==> src/rtl/melody_sequencer.sv <==
// -----------------------------------------------------------------------------
// melody_sequencer
//
// Walks a song held in an external synchronous ROM (one-cycle read latency)
// and drives the square-wave generator. Each ROM word is {freq[15:0], dur[7:0]}:
// dur == 0 marks the end of the song; freq == 0 with dur > 0 is a rest.
// Every note lasts dur ticks, and the last GAP_TICKS ticks of a note are
// silenced as an articulation gap when the note is long enough to have one.
//
// Ports
//   clk       system clock, rising edge
//   rst_n     asynchronous active-low reset
//   start     single-cycle start request (only honoured in IDLE)
//   stop      single-cycle stop request (highest priority, any state)
//   loop      level; restart at the end marker instead of finishing
//   rom_addr  registered ROM address
//   rom_data  ROM word, valid one cycle after rom_addr
//   freq      frequency to the tone generator, 0 = silence
//   playing   high while a song is active (FETCH, LOAD, PLAY)
//   done      one-cycle pulse when a song ends in non-loop mode
// -----------------------------------------------------------------------------
module melody_sequencer #(
    parameter int CLK_HZ    = 12_000_000,
    parameter int TICK_HZ   = 100,
    parameter int GAP_TICKS = 1,
    parameter int ADDR_W    = 8
) (
    input  logic              clk,
    input  logic              rst_n,
    input  logic              start,
    input  logic              stop,
    input  logic              loop,
    output logic [ADDR_W-1:0] rom_addr,
    input  logic [23:0]       rom_data,
    output logic [15:0]       freq,
    output logic              playing,
    output logic              done
);

    localparam int TICK_CYCLES = CLK_HZ / TICK_HZ;
    localparam int PRESC_W     = (TICK_CYCLES > 1) ? $clog2(TICK_CYCLES) : 1;
    localparam logic [PRESC_W-1:0] PRESC_MAX = PRESC_W'(TICK_CYCLES - 1);
    localparam logic [7:0]         GAP_T     = 8'(GAP_TICKS);

    typedef enum logic [1:0] {
        S_IDLE  = 2'd0,
        S_FETCH = 2'd1,
        S_LOAD  = 2'd2,
        S_PLAY  = 2'd3
    } state_t;

    state_t              state_reg, state_next;
    logic [ADDR_W-1:0]   addr_reg, addr_next;
    logic [15:0]         freq_reg, freq_next;
    logic [7:0]          remaining_reg, remaining_next;
    logic [PRESC_W-1:0]  presc_reg, presc_next;
    logic                gap_en_reg, gap_en_next;
    logic                done_reg, done_next;
    // start is registered once before the FSM sees it, which gives the
    // documented start-to-FETCH latency of two edges. A simultaneous stop
    // cancels it so the pair cannot launch a song one cycle later.
    logic                start_reg;

    logic [15:0] rom_freq;
    logic [7:0]  rom_dur;
    logic [7:0]  rem_dec;
    logic        tick;

    assign rom_freq = rom_data[23:8];
    assign rom_dur  = rom_data[7:0];
    assign rem_dec  = remaining_reg - 8'd1;
    assign tick     = (presc_reg == PRESC_MAX);

    // -------------------------------------------------------------------------
    // State register
    // -------------------------------------------------------------------------
    always_ff @(posedge clk or negedge rst_n) begin
        if (!rst_n) begin
            state_reg     <= S_IDLE;
            addr_reg      <= '0;
            freq_reg      <= '0;
            remaining_reg <= '0;
            presc_reg     <= '0;
            gap_en_reg    <= 1'b0;
            done_reg      <= 1'b0;
            start_reg     <= 1'b0;
        end else begin
            state_reg     <= state_next;
            addr_reg      <= addr_next;
            freq_reg      <= freq_next;
            remaining_reg <= remaining_next;
            presc_reg     <= presc_next;
            gap_en_reg    <= gap_en_next;
            done_reg      <= done_next;
            start_reg     <= start & ~stop;
        end
    end

    // -------------------------------------------------------------------------
    // Next-state and datapath logic
    // -------------------------------------------------------------------------
    always_comb begin
        state_next     = state_reg;
        addr_next      = addr_reg;
        freq_next      = freq_reg;
        remaining_next = remaining_reg;
        presc_next     = presc_reg;
        gap_en_next    = gap_en_reg;
        done_next      = 1'b0;

        case (state_reg)
            S_IDLE: begin
                if (start_reg) begin
                    state_next = S_FETCH;
                end
            end

            // rom_addr has been stable since the previous edge; the ROM
            // presents the word at the end of this cycle.
            S_FETCH: begin
                state_next = S_LOAD;
            end

            S_LOAD: begin
                if (rom_dur == 8'd0) begin
                    // Looping an empty song (marker at address 0) would
                    // refetch forever, so it finishes like a non-loop song.
                    if (loop && (addr_reg != '0)) begin
                        addr_next  = '0;
                        state_next = S_FETCH;
                    end else begin
                        done_next      = 1'b1;
                        addr_next      = '0;
                        freq_next      = '0;
                        remaining_next = '0;
                        presc_next     = '0;
                        gap_en_next    = 1'b0;
                        state_next     = S_IDLE;
                    end
                end else begin
                    remaining_next = rom_dur;
                    presc_next     = '0;
                    freq_next      = rom_freq;
                    // Notes no longer than the gap keep sounding throughout.
                    gap_en_next    = (rom_dur > GAP_T);
                    state_next     = S_PLAY;
                end
            end

            S_PLAY: begin
                if (tick) begin
                    presc_next     = '0;
                    remaining_next = rem_dec;
                    if (rem_dec == 8'd0) begin
                        // freq is left as is: it holds through FETCH/LOAD.
                        addr_next  = addr_reg + ADDR_W'(1);
                        state_next = S_FETCH;
                    end else if (gap_en_reg && (rem_dec <= GAP_T)) begin
                        freq_next = '0;
                    end
                end else begin
                    presc_next = presc_reg + PRESC_W'(1);
                end
            end

            default: begin
                state_next = S_IDLE;
            end
        endcase

        // stop overrides whatever the FSM decided above.
        if (stop) begin
            state_next     = S_IDLE;
            addr_next      = '0;
            freq_next      = '0;
            remaining_next = '0;
            presc_next     = '0;
            gap_en_next    = 1'b0;
            done_next      = 1'b0;
        end
    end

    assign rom_addr = addr_reg;
    assign freq     = freq_reg;
    assign playing  = (state_reg != S_IDLE);
    assign done     = done_reg;

endmodule

==> config.mk <==
export PLATFORM = sky130hd
export DESIGN_NAME = melody_sequencer
export DESIGN_NICKNAME = d
export VERILOG_FILES = /design/src/rtl/melody_sequencer.sv
export SDC_FILE = /design/constraint.sdc
export NUM_CORES = 1
export LEC_CHECK = 0
export ABC_CLOCK_PERIOD_IN_PS = 3450
export BUFFER_PORTS_ARGS = -buffer_cell sky130_fd_sc_hd__buf_2
export CORE_UTILIZATION = 45
export CTS_CLUSTER_SIZE = 24
export DETAILED_ROUTE_END_ITERATION = 10
export GPL_TIMING_DRIVEN = 0
export PLACE_DENSITY_LB_ADDON = 0.3
export SLEW_MARGIN = 20
export SYNTH_ARGS = -nofsm -noshare
export SYNTH_HDL_FRONTEND = slang
export SYNTH_SLANG_ARGS = --single-unit
==> constraint.sdc <==
create_clock -name clk -period 3.45 [get_ports clk]
set_clock_uncertainty 0.05 [all_clocks]
set_input_delay 0.345 -clock clk [delete_from_list [all_inputs] [get_ports clk]]
set_output_delay 0.345 -clock clk [all_outputs]
set_load 0.05 [all_outputs]
After elaboration in Yosys (flattened, before gate mapping)
Index checks and enable logic that the tools add are counted.
- register bits: 54
- input bits: 29
- output and inout port bits: 26
- word-level logic and storage cells: 79
- add/subtract/negate cells: 3
- magnitude comparators: 2
- equal/unequal tests: 12
- multiplexer cells: 37
- bitwise operators: 2
- reductions and logical operators: 15
- operators by type and width (operator ; count):
    16-bit two-way mux ; 6
    17-bit two-way mux ; 4
    8-bit two-way mux ; 8
    17-bit case mux with 2 select lines ; 1
    16-bit case mux with 2 select lines ; 1
    8-bit case mux with 2 select lines ; 2
    3-bit inequality test, second input constant ; 7
    17-bit by 1-bit adder with 17-bit output, second input constant ; 1
    17-bit == test, second input constant ; 1
    8-bit zero test ; 2
    2-bit two-way mux ; 5
    1-bit two-way mux ; 9
    8-bit by 1-bit adder with 8-bit output, second input constant ; 1
    8-bit by 1-bit > comparator with 1-bit output, second input constant ; 1
    8-bit by 1-bit less-or-equal comparator with 1-bit output, second input constant ; 1
    2-bit case mux with 4 select lines ; 1
    8-bit nonzero test ; 1
    8-bit by 1-bit subtractor with 8-bit output, second input constant ; 1
    3-bit AND reduction ; 2
    5-bit AND reduction ; 1
    2-bit == test, second input constant ; 2
    4-bit inequality test, second input constant ; 1
    2-bit AND reduction ; 2
    4-bit AND reduction ; 1
    other kinds (7) ; 9

Longest topological paths before layout
Gate-level depths: netlist (run 1).
- word-level depth: 8
- gate-level depth with buffers: 9
- depth with buffers taken out: 8

Least setup slack after synthesis (run 1)
Ideal clock, no wire load.
- path kind: reg2reg
- start point: register addr_reg[4] (netlist: rom_addr[4])
- end point: register freq_reg[10] (netlist: freq[10])
- setup time: 0.121 ns
- arrival: 2.521 ns
- required time: 3.279 ns
- setup slack: 0.758 ns
- cell stages (with the launch flop): 8
- buffers on the path: 1
- period minus slack after synthesis: 2.692 ns
- cells stage by stage: dfrtp_1 or4_1 o41ai_1 o22ai_1 a21oi_2 o21ai_2 buf_2 a22o_1
- word-level cells in the longest chain between the ends: 4
- ends and longest elaborated chain (what ; RTL line ; text):
    start: declaration ; 53 ; logic [ADDR_W-1:0] addr_reg, addr_next;
    start signal: assignment ; 89 ; addr_reg <= addr_next;
    8-bit nonzero test ; 128 ; if (loop && (addr_reg != '0)) begin
    1-bit logical AND ; 128 ;
    4-bit inequality test (no source line) ; - ;
    5-bit AND reduction (no source line) ; - ;
    end signal: assignment ; 90 ; freq_reg <= freq_next;
    end: declaration ; 54 ; logic [15:0] freq_reg, freq_next;
Every way passes these cells.
A chain may end at the register's enable or synchronous reset.

Worst setup path after layout (run 1)
- start point: register addr_reg[4] (netlist: rom_addr[4])
- end point: register freq_reg[5] (netlist: freq[5])
The elaborated chain is that of the path after synthesis.

==> results of run 1 <==
[synthesized netlist by cell type (5+ instances only)]
| cell type | n |
|---|---|
| sky130_fd_sc_hd__dfrtp_1 | 54 |
| sky130_fd_sc_hd__ha_1 | 10 |
| sky130_fd_sc_hd__nand2_1 | 30 |
| sky130_fd_sc_hd__inv_1 | 15 |
| sky130_fd_sc_hd__nor2_1 | 29 |
| sky130_fd_sc_hd__nand3_1 | 19 |
| sky130_fd_sc_hd__nor3_1 | 5 |
| sky130_fd_sc_hd__a22o_1 | 16 |
| sky130_fd_sc_hd__o21ai_0 | 31 |
| sky130_fd_sc_hd__a21oi_1 | 14 |
| sky130_fd_sc_hd__o41ai_1 | 6 |
| sky130_fd_sc_hd__nand4_1 | 8 |
| sky130_fd_sc_hd__clkbuf_1 | 8 |
[power groups by stage]
stage / logic (mW) / registers (mW) / clock network [mW]
after floorplan: 0.0923 / 0.682 / 0
after global placement: 0.163 / 0.670 / 0
after detailed placement: 0.167 / 0.670 / 0
after CTS: 0.167 / 0.658 / 0.383
after global routing: 0.185 / 0.661 / 0.407
final: 0.167 / 0.658 / 0.371
[final cells by class]
type / instances / area share (%)
Buffer: 10 / 1.12
Clock buffer: 5 / 1.98
Clock inverter: 3 / 0.721
Inverter: 17 / 1.84
Multi-Input combinational cell: 243 / 44.9
Sequential cell: 54 / 39.0
Tap cell: 77 / 2.78
Timing Repair Buffer: 53 / 7.72
[metal layers]
layer	up-vias	routed length, um	part of all wire, %	track usage (%)
met4	0	136	1.9	7.86
met3	12	306	4.2	3.56
met1	1345	3390	47	30.4
li1	1331	-	-	-
met2	71	3380	47	33.4
met5	-	0	0	0
[cell families after synthesis]
group	share of synthesized area, %
buf+inv	3.41
flops	44.9
simple gates	22.1
mux	1.37
xor+xnor	2.33
fa+ha+maj	4.16
compound gates	21.7
[stage by stage]
step / hold WS (ns) / utilization, %
after detailed placement: 0.388 / 52.8
after floorplan: -0.000591 / -
after CTS: 0.0345 / 54.3
final: 0.00774 / 54.3
after global routing: 0.0686 / 54.3
after global placement: 0.428 / 52.8
[worst paths after layout]
check	start	end	depth (start not counted)
max	rom_addr[4]$_DFFE_PN0P_	freq[5]$_DFFE_PN0P_	7
min	rst_n	rom_addr[3]$_DFFE_PN0P_	1
max reg2reg	rom_addr[4]$_DFFE_PN0P_	freq[5]$_DFFE_PN0P_	7
min reg2reg	freq[9]$_DFFE_PN0P_	freq[9]$_DFFE_PN0P_	1
max in group asynchronous	rst_n	presc_reg[11]$_DFFE_PN0P_	1
min in group clk	rom_data[15]	freq[7]$_DFFE_PN0P_	2
==> results.sh, run 1 <==
export IMPL_run_status="completed"
export IMPL_maximum_clock_frequency_ghz=0.327
export IMPL_gr_usage_all_layers_pct=21.5
export IMPL_critical_path_max_stage_delay_ns=0.70
export IMPL_final_instance_count_excl_fill=462
export IMPL_hpwl_um=5240
export IMPL_floorplan_core_area_um2=6390
export IMPL_powerDensity_nw_per_um2=345
export IMPL_floorplan_die_area_um2=7020
export IMPL_critPathMaxFanout=10
export IMPL_multi_input_comb_area_um2=1560
export IMPL_top_reg_cell_synth="sky130_fd_sc_hd__dfrtp_1"
export IMPL_fin_ws_ns=0.390
export IMPL_synth_net_count=363
export IMPL_detail_route_vias_per_cell=5.97
export IMPL_area_of_the_mapped_netlist_um2=3010
export IMPL_max_ffs_per_register=17
export IMPL_drt_drc_violations_left=0
export IMPL_die_x_um=83.8
export IMPL_slew_headroom_pct=38.7
export IMPL_first_global_vias=2575
export IMPL_layout_area_seq_um2=1350
export IMPL_p_sw_uw=351
export IMPL_min_period_over_period_pct=88.7
export IMPL_regToRegSetupSlack_ns=0.39
export IMPL_layout_commonest_cell="sky130_fd_sc_hd__dfrtp_1"
export IMPL_worst_ir_drop_vdd_uv=194
export IMPL_cts_setup_buffers=0
export IMPL_cts_sinks=54
export IMPL_die_h_um=83.8
export IMPL_grt_start_max_net_pins=55
export IMPL_tritoncts_clock_tree="done"
export IMPL_synthesis_yosys_warnings=0
export IMPL_initialDrtViolationCount=234
export IMPL_dp_cells=454
export IMPL_globalplace_congestion=0.861
export IMPL_synth_ff_latch_count=54
export IMPL_core_rowCount=29
export IMPL_setup_worst_path_start_class="flop"
export IMPL_io_pins=55
export IMPL_placement_io_buffers=53
export IMPL_total_internal_power_uw=845
export IMPL_arrival_ns=3.21
export IMPL_worst_path_slowest_cell="sky130_fd_sc_hd__o41ai_1"
export IMPL_number_of_buffers_inserted_during_clock_tree_synthesis=5
export IMPL_syn_to_final_growth_pct=15.2
export IMPL_rsz0062_at_grt="false"
export IMPL_design_final_nets=423
export IMPL_power_leakage_nw=1.57
export IMPL_post_synth_cell_area_avg_um2=9.29
export IMPL_drive_gt1_share_pct=17.9
export IMPL_final_cell_area_um2=3470
export IMPL_timing_critical_path_required_ns=3.60
export IMPL_grt_overflow_total=0
export IMPL_num_fill_cells=575
export IMPL_worst_hold_path_type="in -> async"
export IMPL_clkTransAtPathRegs_ns=0.11
export IMPL_ant_nets=0
export IMPL_synth_seq_area_share_pct=44.9
export IMPL_seq_power_share_pct=55.0
export IMPL_drt_total_wl_um=7220
export IMPL_global_route_wire_length_before_repair_um=12200
export IMPL_final_setup_tns_ns=0
export IMPL_yosys_area_top_type="sky130_fd_sc_hd__dfrtp_1"
export IMPL_num_vias=2759
export IMPL_avgRoutedWirePerCell_um=15.6
export IMPL_grt_antenna_before_repair=0
export IMPL_synthTopCellsByArea="sky130_fd_sc_hd__dfrtp_1 (45%), sky130_fd_sc_hd__o21ai_0 (5.2%), sky130_fd_sc_hd__a22o_1 (4.7%)"
export IMPL_h_tree_levels=2
export IMPL_cts_buffer_depth=2
export IMPL_tightest_slew_ns=0.908
export IMPL_critical_path_buf_inv_count=1
export IMPL_cts_resized_gates=0
export IMPL_synth_cells=324
export IMPL_timing_final_max_slew_violations=0
export IMPL_power_total_mw=1.20
export IMPL_clk_insertion_delay_late_ns=0.32
export IMPL_n_antenna_cell=0
export IMPL_drt_pre_antenna_iters=5
export IMPL_swShare_pct=29.3
export IMPL_cpLargestDelayFamily="compound AO/OA/AOI/OAI gates"
export IMPL_maxCapViolCount=0
export IMPL_setup_viol_count_final=0
export IMPL_synth_edff_count=0
export IMPL_timing_critical_path_to_type="flop"
export IMPL_pre_cts_slack_ns=0.493
export IMPL_most_common_layout_cells="sky130_fd_sc_hd__dfrtp_1 (54), sky130_fd_sc_hd__buf_2 (53), sky130_fd_sc_hd__o21ai_0 (31)"
export IMPL_share_comb_of_total_power_pct=13.9
export IMPL_detailed_place_area_um2=3370
export IMPL_hold_violations=0
export IMPL_power_frac_clock_pct=31.1
export IMPL_start_util_pct=47.1
export IMPL_synth_top_cell_area_share_pct=44.9
export IMPL_cp_cell_sequence="or4_1 -> o41ai_1 -> o22ai_1 -> a21oi_2 -> o21ai_2 -> buf_2 -> a22o_1"
export IMPL_async_flop_share_pct=100
export IMPL_synthDistinctLibCells=54
export IMPL_classification_of_the_worst_setup_path="reg -> reg"
export IMPL_cts_root_buffer="sky130_fd_sc_hd__clkbuf_8"
export IMPL_finalWorstPathRequiredPeriod_ns=3.06
export IMPL_hold_buffers=0
Note: power is estimated with default switching activity, not from simulation.
==> run 2: changes to the inputs <==
--- a/config.mk
+++ b/config.mk
@@ -8,10 +8,12 @@
 export ABC_CLOCK_PERIOD_IN_PS = 3450
 export BUFFER_PORTS_ARGS = -buffer_cell sky130_fd_sc_hd__buf_2
 export CORE_UTILIZATION = 45
+export CTS_BUF_LIST = sky130_fd_sc_hd__clkbuf_4 sky130_fd_sc_hd__clkbuf_8
 export CTS_CLUSTER_SIZE = 24
 export DETAILED_ROUTE_END_ITERATION = 10
 export GPL_TIMING_DRIVEN = 0
 export PLACE_DENSITY_LB_ADDON = 0.3
+export RECOVER_POWER = 25
 export SLEW_MARGIN = 20
 export SYNTH_ARGS = -nofsm -noshare
 export SYNTH_HDL_FRONTEND = slang
==> run 2 against run 1 <==
  * The run now ends with capacitance limit, slew limit left
  * Critical path depth did not move
  * Sequential share of layout area barely moved
  * Setup slack improved by 0.022 ns
  * Cell area fell by 0.11%
  * Global-route usage did not move
  * Critical endpoint unchanged
  * Largest cell class unchanged
==> results.sh, run 2 (synthesis gave the netlist of run 1 again) <==
export IMPL_floorplan_die_area_um2=7020
export IMPL_powerDensity_nw_per_um2=345
export IMPL_slew_headroom_pct=-91.9
export IMPL_grt_start_max_net_pins=55
export IMPL_failed_checks="capacitance limit, slew limit"
export IMPL_num_vias=2730
export IMPL_worst_path_slowest_cell="sky130_fd_sc_hd__o41ai_1"
export IMPL_first_global_vias=2575
export IMPL_critical_path_max_stage_delay_ns=0.68
export IMPL_start_util_pct=47.1
export IMPL_maximum_clock_frequency_ghz=0.329
export IMPL_cts_buffer_depth=2
export IMPL_syn_to_final_growth_pct=15.1
export IMPL_drive_gt1_share_pct=17.7
export IMPL_critPathMaxFanout=10
export IMPL_number_of_buffers_inserted_during_clock_tree_synthesis=5
export IMPL_cts_resized_gates=0
export IMPL_die_x_um=83.8
export IMPL_hold_violations=0
export IMPL_globalplace_congestion=0.861
export IMPL_worst_ir_drop_vdd_uv=194
export IMPL_core_rowCount=29
export IMPL_hold_buffers=0
export IMPL_drt_pre_antenna_iters=4
export IMPL_avgRoutedWirePerCell_um=15.6
export IMPL_power_leakage_nw=1.56
export IMPL_drt_total_wl_um=7220
export IMPL_drt_drc_violations_left=0
export IMPL_detailed_place_area_um2=3370
export IMPL_tritoncts_clock_tree="done"
export IMPL_final_setup_tns_ns=0
export IMPL_ant_nets=0
export IMPL_arrival_ns=3.19
export IMPL_timing_critical_path_to_type="flop"
export IMPL_cts_sinks=54
export IMPL_grt_overflow_total=0
export IMPL_initialDrtViolationCount=234
export IMPL_max_ffs_per_register=17
export IMPL_swShare_pct=29.3
export IMPL_classification_of_the_worst_setup_path="reg -> reg"
export IMPL_setup_worst_path_start_class="flop"
export IMPL_cts_root_buffer="sky130_fd_sc_hd__clkbuf_8"
export IMPL_cts_setup_buffers=0
export IMPL_design_final_nets=423
export IMPL_hpwl_um=5240
export IMPL_dp_cells=454
export IMPL_global_route_wire_length_before_repair_um=12200
export IMPL_cpLargestDelayFamily="compound AO/OA/AOI/OAI gates"
export IMPL_rsz0062_at_grt="false"
export IMPL_power_frac_clock_pct=31.0
export IMPL_critical_path_buf_inv_count=1
export IMPL_cp_cell_sequence="or4_1 -> o41ai_1 -> o22ai_1 -> a21oi_2 -> o21ai_2 -> buf_2 -> a22o_1"
export IMPL_seq_power_share_pct=55.1
export IMPL_floorplan_core_area_um2=6390
export IMPL_share_comb_of_total_power_pct=13.9
export IMPL_tightest_slew_ns=2.88
export IMPL_min_period_over_period_pct=88.1
export IMPL_io_pins=55
export IMPL_clk_insertion_delay_late_ns=0.32
export IMPL_finalWorstPathRequiredPeriod_ns=3.04
export IMPL_die_h_um=83.8
export IMPL_h_tree_levels=2
export IMPL_gr_usage_all_layers_pct=21.5
export IMPL_grt_antenna_before_repair=0
export IMPL_worst_hold_path_type="in -> reg"
export IMPL_maxCapViolCount=1
export IMPL_p_sw_uw=350
export IMPL_setup_viol_count_final=0
export IMPL_detail_route_vias_per_cell=5.91
export IMPL_total_internal_power_uw=845
export IMPL_n_antenna_cell=0
export IMPL_layout_commonest_cell="sky130_fd_sc_hd__dfrtp_1"
export IMPL_run_status="finished with violations"
export IMPL_clkTransAtPathRegs_ns=0.11
export IMPL_finalCoreUtilization_pct=54.3
export IMPL_timing_final_max_slew_violations=55
export IMPL_final_instance_count_excl_fill=462
export IMPL_placement_io_buffers=53
export IMPL_final_cell_area_um2=3460
export IMPL_worst_hold_slack_ns=0.189
export IMPL_most_common_layout_cells="sky130_fd_sc_hd__dfrtp_1 (54), sky130_fd_sc_hd__buf_2 (53), sky130_fd_sc_hd__o21ai_0 (31)"
export IMPL_timing_critical_path_required_ns=3.60
[run 2: area by class of cell]
type / count / area [um^2]
inverter: 17 / 63.8
timing repair buffer: 53 / 264
clock inverter: 3 / 25.0
clock buffer: 5 / 68.8
sequential: 54 / 1350
multi-input combinational: 243 / 1560
fill: 577 / 2920
tap: 77 / 96.3
buffer: 10 / 38.8
[run 2: worst register-to-register path, delay by kind of cell, from the launching register on]
family	cells	cell delay (ns)
DFF	1	0.47
and+or+nand+nor	1	0.59
buffers and inverters	1	0.23
AOI/OAI and AO/OA	5	1.57
[run 2: layer usage]
layer,vias up,part of all wire [%],track usage (%)
li1,1329,-,-
met1,1329,47,30.4
met2,60,47,33.4
met3,12,3.8,3.56
met4,0,1.9,7.86
met5,-,0,0
[run 2: power groups by stage]
stage / registers, mW / clock network, mW / logic (mW)
2_1_floorplan: 0.682 / 0 / 0.0923
3_3_place_gp: 0.670 / 0 / 0.163
3_5_place_dp: 0.670 / 0 / 0.167
4_1_cts: 0.658 / 0.383 / 0.167
5_1_grt: 0.661 / 0.407 / 0.184
6_report: 0.658 / 0.371 / 0.166
[run 2: worst paths after layout]
| check | from | endpoint | slack (ns) | cells after the start |
|---|---|---|---|---|
| max in group asynchronous | rst_n | presc_reg[11]$_DFFE_PN0P_ | 0.83 | 1 |
| setup reg to reg | rom_addr[4]$_DFFE_PN0P_ | freq[5]$_DFFE_PN0P_ | 0.41 | 7 |
| setup / recovery | rom_addr[4]$_DFFE_PN0P_ | freq[5]$_DFFE_PN0P_ | 0.41 | 7 |
| hold / removal | rom_data[15] | freq[7]$_DFFE_PN0P_ | 0.19 | 2 |
| min in group asynchronous | rst_n | rom_addr[3]$_DFFE_PN0P_ | 0.90 | 1 |
| hold reg to reg | freq[9]$_DFFE_PN0P_ | freq[9]$_DFFE_PN0P_ | 0.45 | 1 |
[run 2: stage by stage]
stage	worst slack [ns]	total power, mW
CTS	0.459	1.21
global route	0.166	1.25
finish	0.412	1.19
floorplan	0.758	0.774
global placement	0.500	0.833
detailed placement	0.493	0.837
==> run 3: changes to the inputs <==
--- a/config.mk
+++ b/config.mk
@@ -8,7 +8,7 @@
 export ABC_CLOCK_PERIOD_IN_PS = 3450
 export BUFFER_PORTS_ARGS = -buffer_cell sky130_fd_sc_hd__buf_2
 export CORE_UTILIZATION = 45
-export CTS_BUF_LIST = sky130_fd_sc_hd__clkbuf_4 sky130_fd_sc_hd__clkbuf_8
+export CTS_BUF_LIST = sky130_fd_sc_hd__clkbuf_4
 export CTS_CLUSTER_SIZE = 24
 export DETAILED_ROUTE_END_ITERATION = 10
 export GPL_TIMING_DRIVEN = 0
==> run 3 against run 2 <==
  * Die area stayed put
  * Sequential share of layout area is 0.23 points higher
  * Non-clock buffer count is 1 higher
  * Clock power is 19% lower
  * The run now ends clean
  * First-iteration DRC count is 14% lower
  * Register-to-register slack hardly changed
  * Cell count is 0.22% higher
  * Global-route usage is 0.064 points lower
  * Hold slack worse by 0.083 ns
  * Critical path type unchanged
==> results.sh, run 3 (synthesis gave the netlist of run 1 again) <==
export IMPL_drt_total_wl_um=7220
export IMPL_run_status="completed"
export IMPL_rsz0062_at_grt="false"
export IMPL_finalCoreUtilization_pct=53.9
export IMPL_number_of_buffers_inserted_during_clock_tree_synthesis=5
export IMPL_drt_drc_violations_left=0
export IMPL_grt_start_max_net_pins=55
export IMPL_grt_use_met3_pct=3.26
export IMPL_regToRegSetupSlack_ns=0.40
export IMPL_cts_setup_buffers=0
export IMPL_floorplan_die_area_um2=7020
export IMPL_cts_buffer_depth=2
export IMPL_avgRoutedWirePerCell_um=15.6
export IMPL_core_rowCount=29
export IMPL_cts_sinks=54
export IMPL_layout_commonest_cell="sky130_fd_sc_hd__dfrtp_1"
export IMPL_critPathMaxFanout=10
export IMPL_clkTransAtPathRegs_ns=0.18
export IMPL_h_tree_levels=2
export IMPL_drive_gt1_share_pct=17.9
export IMPL_most_common_layout_cells="sky130_fd_sc_hd__dfrtp_1 (54), sky130_fd_sc_hd__buf_2 (53), sky130_fd_sc_hd__o21ai_0 (31)"
export IMPL_min_to="freq[7]$_DFFE_PN0P_"
export IMPL_cts_resized_gates=0
export IMPL_dp_cells=454
export IMPL_worst_r2r_path_depth=7
export IMPL_fin_ws_ns=0.402
export IMPL_die_x_um=83.8
export IMPL_first_global_vias=2584
export IMPL_placement_io_buffers=53
export IMPL_final_instance_count_excl_fill=463
export IMPL_max_ffs_per_register=17
export IMPL_grt_overflow_total=0
export IMPL_arrival_ns=3.28
export IMPL_slew_headroom_pct=12.1
export IMPL_clk_insertion_delay_late_ns=0.40
export IMPL_drt_pre_antenna_iters=4
export IMPL_setup_worst_path_start_class="flop"
export IMPL_hpwl_um=5240
export IMPL_classification_of_the_worst_setup_path="reg -> reg"
export IMPL_initialDrtViolationCount=202
export IMPL_final_setup_tns_ns=0
export IMPL_worst_hold_path_type="in -> reg"
export IMPL_hold_path_depth=2
export IMPL_ant_nets=0
export IMPL_gr_usage_met2_pct=33.6
export IMPL_num_vias=2775
export IMPL_r2r_end="freq[5]$_DFFE_PN0P_"
export IMPL_syn_to_final_growth_pct=14.4
export IMPL_tritoncts_clock_tree="done"
export IMPL_crit_reg2reg_launch="rom_addr[4]$_DFFE_PN0P_"
export IMPL_timing_critical_path_required_ns=3.68
export IMPL_grt_antenna_before_repair=0
export IMPL_hold_violations=0
export IMPL_setup_viol_count_final=0
export IMPL_tightest_slew_ns=1.32
export IMPL_cts_root_buffer="sky130_fd_sc_hd__clkbuf_4"
export IMPL_design_final_nets=424
export IMPL_grt_most_used_layer="met2"
export IMPL_die_h_um=83.8
export IMPL_finalWorstPathRequiredPeriod_ns=3.05
export IMPL_min_period_over_period_pct=88.4
export IMPL_globalplace_congestion=0.861
export IMPL_maximum_clock_frequency_ghz=0.328
export IMPL_io_pins=55
export IMPL_floorplan_core_area_um2=6390
export IMPL_maxCapViolCount=0
export IMPL_gr_usage_all_layers_pct=21.5
export IMPL_timing_critical_path_to_type="flop"
export IMPL_detail_route_vias_per_cell=5.99
export IMPL_globalRouteMet1Util_pct=30.4
export IMPL_min_from="rom_data[15]"
export IMPL_pre_cts_slack_ns=0.493
export IMPL_n_antenna_cell=0
export IMPL_global_route_wire_length_before_repair_um=12200
export IMPL_start_util_pct=47.1
export IMPL_timing_final_max_slew_violations=0
export IMPL_powerDensity_nw_per_um2=327
export IMPL_worst_ir_drop_vdd_uv=193
export IMPL_power_leakage_nw=1.56
[run 3: how the worst max path moves through the flow]
stage / depth (start not counted) / end / startpoint
2_1_floorplan: 7 / freq[10]$_DFFE_PN0P_ / rom_addr[4]$_DFFE_PN0P_
3_3_place_gp: 7 / freq[10]$_DFFE_PN0P_ / rom_addr[4]$_DFFE_PN0P_
3_5_place_dp: 7 / freq[12]$_DFFE_PN0P_ / rom_addr[4]$_DFFE_PN0P_
4_1_cts: 7 / freq[5]$_DFFE_PN0P_ / rom_addr[4]$_DFFE_PN0P_
5_1_grt: 7 / freq[5]$_DFFE_PN0P_ / rom_addr[4]$_DFFE_PN0P_
6_report: 7 / freq[5]$_DFFE_PN0P_ / rom_addr[4]$_DFFE_PN0P_
[run 3: worst max-delay path, stage by stage (launching register included)]
cell,delay (ns)
sky130_fd_sc_hd__dfrtp_1,0.50
sky130_fd_sc_hd__or4_1,0.59
sky130_fd_sc_hd__o41ai_1,0.67
sky130_fd_sc_hd__o22ai_1,0.28
sky130_fd_sc_hd__a21oi_2,0.27
sky130_fd_sc_hd__o21ai_2,0.15
sky130_fd_sc_hd__buf_2,0.23
sky130_fd_sc_hd__a22o_1,0.19
[run 3: per-stage QoR]
stage	power, mW	hold slack (ns)	instance area, um^2
final	1.12	0.106	3440
after global routing	1.18	0.101	3440
after detailed placement	0.837	0.388	3370
after CTS	1.13	0.0998	3450
after floorplan	0.774	-0.000591	3010
after global placement	0.833	0.428	3370
[run 3: layout make-up]
type / instances / area, um^2
clock inverters: 3 / 25.0
multi-input cells: 243 / 1560
repair buffers: 54 / 275
clock buffers: 5 / 37.5
plain buffers: 10 / 38.8
flip-flops and latches: 54 / 1350
well taps: 77 / 96.3
inverters: 17 / 63.8
fillers: 581 / 2940
[run 3: per-layer routing]
metal,vias up,share of wire [%]
li1,1330,-
met1,1353,48
met2,80,47
met3,12,4.2
met4,0,1.7
met5,-,0
[run 3: power breakdown]
group,internal [mW],switching [mW]
logic,0.0543,0.112
registers,0.645,0.0137
clock network,0.0835,0.216
total,0.783,0.342
[run 3: timing repair]
item / CTS / global route
endpoints found under the hold margin: 54 / 0
setup endpoints to repair: 0 / 0
hold buffers: 1 / 0
